===== config.mk =====
export PLATFORM = sky130hd
export DESIGN_NAME = dmem_ctrl_flat
export DESIGN_NICKNAME = d
export VERILOG_FILES = /design/src/rtl/dmem_ctrl_pkg.sv /design/src/rtl/dmem_ctrl_if.sv /design/src/rtl/dmem_ctrl_lane.sv /design/src/rtl/dmem_ctrl.sv /design/src/flat_wrapper.sv
export SDC_FILE = /design/constraint.sdc
export NUM_CORES = 1
export LEC_CHECK = 0
export CAP_MARGIN = 5
export CORE_ASPECT_RATIO = 0.5
export CORE_MARGIN = 2
export CORE_UTILIZATION = 36
export DETAILED_ROUTE_END_ITERATION = 16
export GPL_TIMING_DRIVEN = 0
export PLACE_DENSITY = 0.92
export SYNTH_ARGS = -nofsm -noshare
export SYNTH_HDL_FRONTEND = slang
export SYNTH_SLANG_ARGS = --single-unit

===== constraint.sdc =====
create_clock -name clk -period 4.5 [get_ports clk]
set_input_delay 0.45 -clock clk [delete_from_list [all_inputs] [get_ports clk]]
set_output_delay 0.45 -clock clk [all_outputs]
set_load 0.05 [all_outputs]

===== src/rtl/dmem_ctrl_pkg.sv =====
// Shared operation codes, bus size codes and FSM state type for the MEM-stage
// data-memory controller.
package dmem_ctrl_pkg;

    localparam int W_OPER = 4;

    typedef logic [W_OPER-1:0] oper_t;

    localparam oper_t OPER_NOP = 4'h0;
    localparam oper_t OPER_LB  = 4'h1;
    localparam oper_t OPER_LBU = 4'h2;
    localparam oper_t OPER_LH  = 4'h3;
    localparam oper_t OPER_LHU = 4'h4;
    localparam oper_t OPER_LW  = 4'h5;
    localparam oper_t OPER_SB  = 4'h6;
    localparam oper_t OPER_SH  = 4'h7;
    localparam oper_t OPER_SW  = 4'h8;

    localparam logic [1:0] SIZE_B = 2'd0;
    localparam logic [1:0] SIZE_H = 2'd1;
    localparam logic [1:0] SIZE_W = 2'd2;

    typedef enum logic [1:0] {
        IDLE = 2'd0,
        REQ  = 2'd1,
        WAIT = 2'd2,
        DONE = 2'd3
    } dmem_state_t;

    // True for any operation that touches data memory.
    function automatic logic is_oper_mm(input oper_t op);
        return op inside {OPER_LB, OPER_LBU, OPER_LH, OPER_LHU, OPER_LW,
                          OPER_SB, OPER_SH, OPER_SW};
    endfunction

    // True for operations whose returned word must be kept for writeback.
    function automatic logic is_oper_load(input oper_t op);
        return op inside {OPER_LB, OPER_LBU, OPER_LH, OPER_LHU, OPER_LW};
    endfunction

endpackage


===== src/rtl/dmem_ctrl_if.sv =====
// SRAM-like data bus between the MEM-stage controller (master) and memory (slave).
interface dmem_ctrl_if #(
    parameter int ADDR_W = 32,
    parameter int DATA_W = 32
);
    logic              d_req;
    logic              d_wr;
    logic [1:0]        d_size;
    logic [ADDR_W-1:0] d_addr;
    logic [3:0]        d_wstrb;
    logic [DATA_W-1:0] d_wdata;
    logic              d_addr_ok;
    logic              d_data_ok;
    logic [DATA_W-1:0] d_rdata;

    modport master (
        output d_req, d_wr, d_size, d_addr, d_wstrb, d_wdata,
        input  d_addr_ok, d_data_ok, d_rdata
    );

    modport slave (
        input  d_req, d_wr, d_size, d_addr, d_wstrb, d_wdata,
        output d_addr_ok, d_data_ok, d_rdata
    );
endinterface


===== src/rtl/dmem_ctrl_lane.sv =====
// Byte-lane steering: maps operation and byte offset to bus size, write
// enable, strobes and lane-replicated store data. Purely combinational.
module dmem_ctrl_lane
    import dmem_ctrl_pkg::*;
#(
    parameter int DATA_W = 32
) (
    input  oper_t             oper,
    input  logic [1:0]        offset,
    input  logic [DATA_W-1:0] wdata,
    output logic [1:0]        size,
    output logic              wr,
    output logic [3:0]        wstrb,
    output logic [DATA_W-1:0] wdata_lane
);

    // Decode size/strobes; loads never assert strobes or drive store data.
    always_comb begin
        size       = SIZE_B;
        wr         = 1'b0;
        wstrb      = 4'b0000;
        wdata_lane = '0;
        case (oper)
            OPER_LB, OPER_LBU: size = SIZE_B;
            OPER_LH, OPER_LHU: size = SIZE_H;
            OPER_LW:           size = SIZE_W;
            OPER_SB: begin
                size       = SIZE_B;
                wr         = 1'b1;
                wstrb      = 4'b0001 << offset;
                wdata_lane = {4{wdata[7:0]}};
            end
            OPER_SH: begin
                size       = SIZE_H;
                wr         = 1'b1;
                wstrb      = offset[1] ? 4'b1100 : 4'b0011;
                wdata_lane = {2{wdata[15:0]}};
            end
            OPER_SW: begin
                size       = SIZE_W;
                wr         = 1'b1;
                wstrb      = 4'b1111;
                wdata_lane = wdata;
            end
            default: ;
        endcase
    end

endmodule


===== src/rtl/dmem_ctrl.sv =====
// MEM-stage data-memory controller: issues one bus transaction per load/store,
// stalls the pipeline until it completes, and keeps the raw load word and byte
// offset for the writeback extractor.
module dmem_ctrl
    import dmem_ctrl_pkg::*;
#(
    parameter int ADDR_W = 32,
    parameter int DATA_W = 32
) (
    input  logic              clk,
    input  logic              rst,
    input  logic              mem_valid,
    input  oper_t             mem_oper,
    input  logic [ADDR_W-1:0] mem_addr,
    input  logic [DATA_W-1:0] mem_wdata,
    input  logic              mem_flush,
    input  logic              ext_stall,
    output logic              stall,
    output logic [DATA_W-1:0] wb_data,
    output logic [1:0]        wb_offset,
    dmem_ctrl_if.master       dbus
);

    dmem_state_t       state, state_nxt;
    logic              start;
    logic              req;
    logic              active;
    logic              capture;
    logic              discard;
    logic              drop;

    logic [1:0]        lane_size;
    logic              lane_wr;
    logic [3:0]        lane_wstrb;
    logic [DATA_W-1:0] lane_wdata;

    // Reset is folded in so every output reads zero while rst is held.
    assign start = mem_valid & is_oper_mm(mem_oper) & ~mem_flush & ~rst;

    // A flush seen during the data beat itself must also suppress the capture.
    assign drop = discard | mem_flush;

    dmem_ctrl_lane #(.DATA_W(DATA_W)) u_lane (
        .oper       (mem_oper),
        .offset     (mem_addr[1:0]),
        .wdata      (mem_wdata),
        .size       (lane_size),
        .wr         (lane_wr),
        .wstrb      (lane_wstrb),
        .wdata_lane (lane_wdata)
    );

    // State register.
    always_ff @(posedge clk or posedge rst) begin
        if (rst) begin
            state <= IDLE;
        end else begin
            state <= state_nxt;
        end
    end

    // Next-state: DONE always lasts at least one cycle so the same
    // instruction can never be issued twice.
    always_comb begin
        state_nxt = state;
        case (state)
            IDLE: begin
                if (start) begin
                    state_nxt = dbus.d_addr_ok ? WAIT : REQ;
                end
            end
            REQ: begin
                if (dbus.d_addr_ok) begin
                    state_nxt = dbus.d_data_ok ? DONE : WAIT;
                end
            end
            WAIT: begin
                if (dbus.d_data_ok) begin
                    state_nxt = DONE;
                end
            end
            DONE: begin
                if (!ext_stall) begin
                    state_nxt = IDLE;
                end
            end
            default: state_nxt = IDLE;
        endcase
    end

    // Outputs: request, stall, bus-field enable and the completion strobe.
    always_comb begin
        req     = 1'b0;
        stall   = 1'b0;
        active  = 1'b0;
        capture = 1'b0;
        case (state)
            IDLE: begin
                req    = start;
                stall  = start;
                active = start;
            end
            REQ: begin
                req     = 1'b1;
                stall   = 1'b1;
                active  = 1'b1;
                capture = dbus.d_addr_ok & dbus.d_data_ok;
            end
            WAIT: begin
                stall   = 1'b1;
                active  = 1'b1;
                capture = dbus.d_data_ok;
            end
            default: ;
        endcase
    end

    assign dbus.d_req   = req;
    assign dbus.d_wr    = active & lane_wr;
    assign dbus.d_size  = active ? lane_size : 2'b00;
    assign dbus.d_addr  = active ? {mem_addr[ADDR_W-1:2], 2'b00} : '0;
    assign dbus.d_wstrb = active ? lane_wstrb : 4'b0000;
    assign dbus.d_wdata = active ? lane_wdata : '0;

    // Writeback capture and the discard flag for flushed in-flight accesses.
    always_ff @(posedge clk or posedge rst) begin
        if (rst) begin
            wb_data   <= '0;
            wb_offset <= 2'b00;
            discard   <= 1'b0;
        end else begin
            if (capture && !drop) begin
                if (is_oper_load(mem_oper)) begin
                    wb_data <= dbus.d_rdata;
                end
                wb_offset <= mem_addr[1:0];
            end
            if (state_nxt == DONE) begin
                discard <= 1'b0;
            end else if ((state == REQ || state == WAIT) && mem_flush) begin
                discard <= 1'b1;
            end
        end
    end

endmodule


===== src/flat_wrapper.sv =====
// flat-port wrapper written by rule: the top's interface ports become plain ports
module dmem_ctrl_flat import dmem_ctrl_pkg::*;
#(
    parameter int ADDR_W = 32,
    parameter int DATA_W = 32
)
  (clk, rst, mem_valid, mem_oper, mem_addr, mem_wdata, mem_flush, ext_stall, stall, wb_data, wb_offset, dbus_d_req, dbus_d_wr, dbus_d_size, dbus_d_addr, dbus_d_wstrb, dbus_d_wdata, dbus_d_addr_ok, dbus_d_data_ok, dbus_d_rdata);
  dmem_ctrl_if #(.ADDR_W(ADDR_W), .DATA_W(DATA_W)) dbus_i ();
  input  logic clk;
  input  logic rst;
  input  logic mem_valid;
  input  oper_t mem_oper;
  input  logic [ADDR_W-1:0] mem_addr;
  input  logic [DATA_W-1:0] mem_wdata;
  input  logic mem_flush;
  input  logic ext_stall;
  output logic stall;
  output logic [DATA_W-1:0] wb_data;
  output logic [1:0] wb_offset;
  output wire logic [$bits(dbus_i.d_req)-1:0] dbus_d_req;
  output wire logic [$bits(dbus_i.d_wr)-1:0] dbus_d_wr;
  output wire logic [$bits(dbus_i.d_size)-1:0] dbus_d_size;
  output wire logic [$bits(dbus_i.d_addr)-1:0] dbus_d_addr;
  output wire logic [$bits(dbus_i.d_wstrb)-1:0] dbus_d_wstrb;
  output wire logic [$bits(dbus_i.d_wdata)-1:0] dbus_d_wdata;
  input wire logic [$bits(dbus_i.d_addr_ok)-1:0] dbus_d_addr_ok;
  input wire logic [$bits(dbus_i.d_data_ok)-1:0] dbus_d_data_ok;
  input wire logic [$bits(dbus_i.d_rdata)-1:0] dbus_d_rdata;
  assign dbus_d_req = dbus_i.d_req;
  assign dbus_d_wr = dbus_i.d_wr;
  assign dbus_d_size = dbus_i.d_size;
  assign dbus_d_addr = dbus_i.d_addr;
  assign dbus_d_wstrb = dbus_i.d_wstrb;
  assign dbus_d_wdata = dbus_i.d_wdata;
  assign dbus_i.d_addr_ok = dbus_d_addr_ok;
  assign dbus_i.d_data_ok = dbus_d_data_ok;
  assign dbus_i.d_rdata = dbus_d_rdata;
  dmem_ctrl #(.ADDR_W(ADDR_W), .DATA_W(DATA_W)) u_core (.clk(clk), .rst(rst), .mem_valid(mem_valid), .mem_oper(mem_oper), .mem_addr(mem_addr), .mem_wdata(mem_wdata), .mem_flush(mem_flush), .ext_stall(ext_stall), .stall(stall), .wb_data(wb_data), .wb_offset(wb_offset), .dbus(dbus_i));
endmodule

==> metrics, run 1 <==
PD cells=721.0 mW/mm2; cell breakdown of the critical path=clkdlybuf4s50_1 > buf_2 > nor4b_2 > nor2_1 > a211oi_2 > and2_1 > clkdlybuf4s50_1; Period Utilization, post-route=between 80% and 90%; syn_area_per_cell=about 10 um2; # IOs=214; f_max=273.6 MHz; post-route design area=0.005001 mm2; Req. time, crit path=approximately 4.1 ns; flop-to-flop setup slack=2.05 ns; final hold vios=0; Final min period=~3.7 ns; CTS HTree Levels=2; fraction of layout cells with a size suffix above 1=around 13%; prevailing post-synth register cell=dfrtp_1; Layout Cells excl Fill=approximately 570; Final Wtd Congestion=about 0.9; clock buffer depth=2; drc violations=0; largest net degree at the start of global routing=26; Placed Instance Area=~0.0049 mm2; Post-CTS Resized=0; CTS Buf Count=5; Crit. Startpoint=mem_oper[0]; register area share after synthesis=a little over a third; DR vias=between 2000 and 3000; number of global-route vias before repair=2849; Slowest-stage cell, CP=clkdlybuf4s50_1; clock skew=roughly 0.0036 ns; initial antenna violation count=0; Worst setup SP type=primary input; final core occ=between 70% and 80%; Final setup violation count=0; Most Frequent Cell on Critical Path=clkdlybuf4s50_1; 1st-iter DRT viols=116; worst r2r src=u_core.state[1]; worst ir drop on vdd=approximately 500 uV; grt ovf=0; R2R Path End=u_core.wb_data[10]; crit-path max cell delay=around 0.81 ns; DRT Wirelength=9.506 mm; number of synthesized flops with an enable pin=0; Cell Area, Synth=between 0.002 and 0.003 mm2; dpl hpwl=approximately 7.6 mm; RSZ-0062 raised after global routing=no; worst setup margin=between 0.8 and 0.9 ns; Worst Max-Slew Pin Slew=slightly above 0.6 ns; synthesis-to-finish area growth=92.07%; width of the die=124.3 um; CTS sink cnt=37; CTS Hold Buffers Added=0; kind of critical path=in -> out; leakage power total=approximately 2 nW; crit path DAT=approximately 3.2 ns; hold crit path type=reg -> reg; die height=around 64 um; global-route wire length before repair=roughly 15 mm; total global-route track usage=between 20% and 30%; Fin Setup TNS=0 ns; I/O Buffers=roughly 210; Async SR Flop Fraction=100.0%; setup bufs post-CTS=0; WL per Instance=about 17 um; Cells after Synth=260; nature of the critical path endpoint=output port; Rows=21; synth unique cells=41; maxcap violations=0; starting density of the core=about two fifths; Cells after DPL=approximately 570; total core area=between 0.006 and 0.007 mm2; yosys warns=0; DRT antenna net count=0; Critical Path End=dbus_d_wdata[2]; NumNets Final=about 590; drt first pass iters=4; Hold WS=around 0.48 ns; Slew headroom=between 50% and 60%; full die area=0.007970 mm2; clk slew on worst S/H paths=approximately 0.050 ns; worst r2r path cells=7; CP max FO=10; dpl ws=0.8541 ns; ant diodes=0; Clock Root Buffer=clkbuf_16; max-slew violations=0; Final Power=roughly 3.6 mW; CTS tree=done; run status=finished clean; later-pin clock latency in the skew report=0.27 ns; Yosys reg bits=37; drt via density=between 4 and 5
[Yosys cell counts (2+ instances only)]
cell	count	area, um2
nand2b_1	2	12.51
buf_2	7	35.03
a31oi_1	3	18.77
nand4_1	2	12.51
mux2i_1	8	80.08
buf_6	3	33.78
ha_1	4	50.05
mux2_4	30	450.4
nor2_1	42	157.7
and2_1	38	237.7
nor3b_1	2	15.01
dfrtp_1	37	925.9
nand2_1	3	11.26
inv_1	5	18.77
a21oi_1	15	75.07
nand3b_1	2	15.01
o31ai_1	2	15.01
clkbuf_1	6	22.52
buf_4	4	30.03
mux2_2	3	33.78
a21o_1	2	15.01
o21a_1	2	15.01
nor3_1	4	20.02
a22oi_1	16	120.1
nor4_1	2	12.51
[worst min path at each step]
stage                             start             endpoint  depth (start not counted)
floorplan                u_core.discard       u_core.discard                          2
global placement    u_core.wb_offset[1]  u_core.wb_offset[1]                          2
detailed placement  u_core.wb_offset[1]  u_core.wb_offset[1]                          2
CTS                 u_core.wb_offset[1]  u_core.wb_offset[1]                          2
global route         u_core.wb_data[14]   u_core.wb_data[14]                          1
finish              u_core.wb_offset[1]  u_core.wb_offset[1]                          2
[worst max-delay path, delay by kind of cell]
kind                   cells  cell delay (ns)
buffers and inverters      3             1.51
AOI/OAI and AO/OA          1             0.53
and+or+nand+nor            3             0.71
[cells by family after synthesis]
logic type / synth area share [%]
AOI/OAI and AO/OA: 13.55
adders and majority gates: 1.922
buffers and inverters: 5.526
DFF: 35.56
muxes: 21.67
other: 0.1440
and+or+nand+nor: 21.62
[state kept, by name, indices dropped and copies added (netlist names)]
register	cells
u_core.state	2
u_core.discard	1
u_core.wb_data	32
u_core.wb_offset	2
[where the power goes]
| group | switching, mW | leakage [nW] | internal (mW) |
|---|---|---|---|
| Clock | 0.114 | 0.0706 | 0.203 |
| Sequential | 0.0938 | 0.486 | 0.491 |
| Combinational | 1.71 | 1.50 | 0.992 |
| Total | 1.92 | 2.06 | 1.69 |
[cells in the final DEF (no fill, tap or decap), types with 3 or more instances in the layout]
cell / count
a21oi_1: 15
a22oi_1: 16
a31oi_1: 3
and2_1: 38
buf_2: 7
buf_4: 4
buf_6: 3
clkbuf_1: 7
clkbuf_16: 5
clkdlybuf4s50_1: 211
dfrtp_1: 37
ha_1: 4
inv_1: 5
mux2_2: 3
mux2_4: 30
mux2i_1: 8
nand2_1: 3
nor2_1: 42
nor3_1: 4
[layout make-up]
class / count / area [um2]
Tap cell: 92 / 115.1
Multi-Input combinational cell: 198 / 1538
Timing Repair Buffer: 212 / 2140
Clock inverter: 2 / 10.01
Buffer: 20 / 121.4
Inverter: 6 / 22.52
Fill cell: 523 / 1831
Clock buffer: 6 / 128.9
Sequential cell: 37 / 925.9
[routing by layer]
metal  wire (um)  vias up  global-route usage [%]
met5           0        -                       0
li1            -     1349                       -
met4          89        0                   3.652
met3         742        6                   7.789
met1        3843     1285                   27.81
met2        4830      102                   43.51
No activity file was read; power rests on OpenSTA's default activity.
==> inputs of run 2 (changes only) <==
CORE_UTILIZATION = 33   (was 36)
PLACE_DENSITY = 0.86   (was 0.92)
clock period = 3.6 ns   (was 4.5 ns; I/O delays follow)
==> run 2 against run 1 <==
Register-to-register slack lost 0.86 ns. Utilization down 5.2 points. Setup slack got worse by 0.64 ns. Sequential cell count unchanged. Critical path depth increased by 1. Largest cell class unchanged. Sequential power up 24%. Cell area rose by 1.9%. Die area increased by 8.7%. Total power grew 25%. Clock power grew 38%. First-iteration DRC count fell by 15%. Via count shrank 1.6%.
==> metrics, run 2 (synthesized netlist as in run 1, its figures left out) <==
Req. time, crit path=between 3 and 4 ns; # fillers=~620; width of the die=between 100 and 150 um; R2R Path End=u_core.wb_data[2]; Biggest register=u_core.wb_data; drc violations=0; clock skew=roughly 0.0032 ns; clk slew on worst S/H paths=0.06 ns; fraction of layout cells with a size suffix above 1=13.13%; CP delay by family, top=buffers and inverters; worst r2r src=u_core.state[1]; total global-route track usage=about 20%; Worst setup SP type=primary input; full die area=slightly below 0.009 mm2; starting density of the core=about a third; CTS HTree Levels=2; Final setup violation count=0; DRT antenna net count=0; nature of the critical path endpoint=output port; I/O Buffers=211; final core occ=68.05%; global-route wire length before repair=13.70 mm; cell breakdown of the critical path=clkdlybuf4s50_1 > o31ai_1 > nand4_1 > a21o_1 > inv_2 > buf_2 > and2_1 > clkdlybuf4s50_1; ant diodes=0; hold_sp=u_core.wb_offset[1]; maxcap violations=0; clock buffer depth=2; synthesis-to-finish area growth=95.68%; CP max FO=10; Rows=22; max reg flops=32; 1st-iter DRT viols=about 100; initial antenna violation count=0; NumNets Final=between 500 and 600; CTS tree=done; hold endpoint=u_core.wb_offset[1]; run status=finished clean; Buffers & Inverters on Critical Path=4; total core area=roughly 0.0075 mm2; worst ir drop on vdd=just over 600 uV; drt first pass iters=4; crit path DAT=~3 ns; f_max=about 290 MHz; Period Utilization, post-route=94.29%; biggest regs=u_core.wb_data: 32 flops, u_core.state: 2 flops, u_core.wb_offset: 2 flops; Clock Root Buffer=clkbuf_16; commonest non-fill, non-tap cell in the layout=clkdlybuf4s50_1; dpl hpwl=slightly above 7 mm; CTS Buf Count=5; hold path cells=2; PD cells=around 890 mW/mm2; worst r2r path cells=7; number of global-route vias before repair=2730; Slowest-stage cell, CP=clkdlybuf4s50_1; Final Wtd Congestion=about 0.9; leakage power total=about 2.5 nW; flop-to-flop setup slack=between 1 and 1.5 ns; grt ovf=0; Final min period=~3.4 ns; Worst Max-Slew Pin Slew=0.7669 ns; CTS sink cnt=37; DR vias=between 2000 and 3000; kind of critical path=in -> out; max-slew violations=0; die height=~67 um; Most Frequent Cell on Critical Path=clkdlybuf4s50_1; WL per Instance=approximately 16 um; DRT Wirelength=approximately 9.2 mm; final hold vios=0; hold crit path type=reg -> reg; Hold WS=approximately 0.48 ns; # IOs=around 210; later-pin clock latency in the skew report=between 0.2 and 0.3 ns; commonest non-fill, non-tap cells in the layout=clkdlybuf4s50_1, nor2_1, and2_1; crit-path max cell delay=0.80 ns; largest net degree at the start of global routing=38; Slew headroom=48.80%; drt via density=between 4 and 5
==> run 2: worst max-delay path by stage <==
stage	cells after the start	start	slack (ns)	endpoint
2_1_floorplan	5	mem_oper[1]	0.83	dbus_d_wdata[0]
3_3_place_gp	7	mem_oper[0]	0.15	dbus_d_wdata[4]
3_5_place_dp	7	mem_oper[0]	0.1	dbus_d_wdata[3]
4_1_cts	7	mem_oper[0]	0.09	dbus_d_wdata[3]
5_1_grt	8	mem_oper[0]	-0.002	dbus_d_addr[25]
6_report	8	mem_oper[0]	0.21	dbus_d_addr[27]
==> run 2: layer usage <==
layer  track usage, %  share of wire (%)  up-vias
met2            37.24                 49      105
li1                 -                  -     1337
met3            6.426                8.2        9
met4            4.704               0.95        0
met5                0                  0        -
met1            22.96                 41     1247
==> run 2: power breakdown <==
group / internal [mW] / total [mW] / switching [mW]
registers: 0.613 / 0.725 / 0.112
clock network: 0.275 / 0.436 / 0.161
logic: 1.22 / 3.35 / 2.13
==> run 2: area by class of cell <==
type | count | area (um2) | share of cell area [%]
repair buffers | 211 | 2192 | 43.03
multi-input cells | 198 | 1545 | 30.33
clock inverters | 2 | 13.76 | 0.2701
clock buffers | 6 | 138.9 | 2.726
inverters | 6 | 22.52 | 0.4420
well taps | 108 | 135.1 | 2.652
plain buffers | 20 | 121.4 | 2.382
flip-flops and latches | 37 | 925.9 | 18.17
==> run 2: worst reg2reg max path, stage by stage, from the launching register on <==
cell	delay [ns]
dfrtp_1	0.42
inv_1	0.11
ha_1	0.25
a21o_4	0.17
nand4_4	0.13
a2111oi_4	0.62
buf_6	0.27
mux2_4	0.32
==> run 2: through the flow <==
step | setup TNS (ns) | instance area, um2 | cells | setup WS (ns) | total power [mW]
finish | 0 | 5095 | 588 | 0.2057 | 4.515
global route | -0.001923 | 5095 | 588 | -0.001698 | 4.731
CTS | 0 | 5007 | 588 | 0.08725 | 4.564
detailed placement | 0 | 4855 | 580 | 0.09909 | 4.102
global placement | 0 | 4855 | 580 | 0.1495 | 4.068
floorplan | 0 | 2608 | 261 | 0.8274 | 2.978
==> run 2: what timing repair did <==
item | CTS | global route
hold endpoints to repair | 0 | 0
setup buffers | 0 | 0
gates resized for setup | 0 | 33
hold buffers | 0 | 0
setup endpoints to repair | 0 | 29
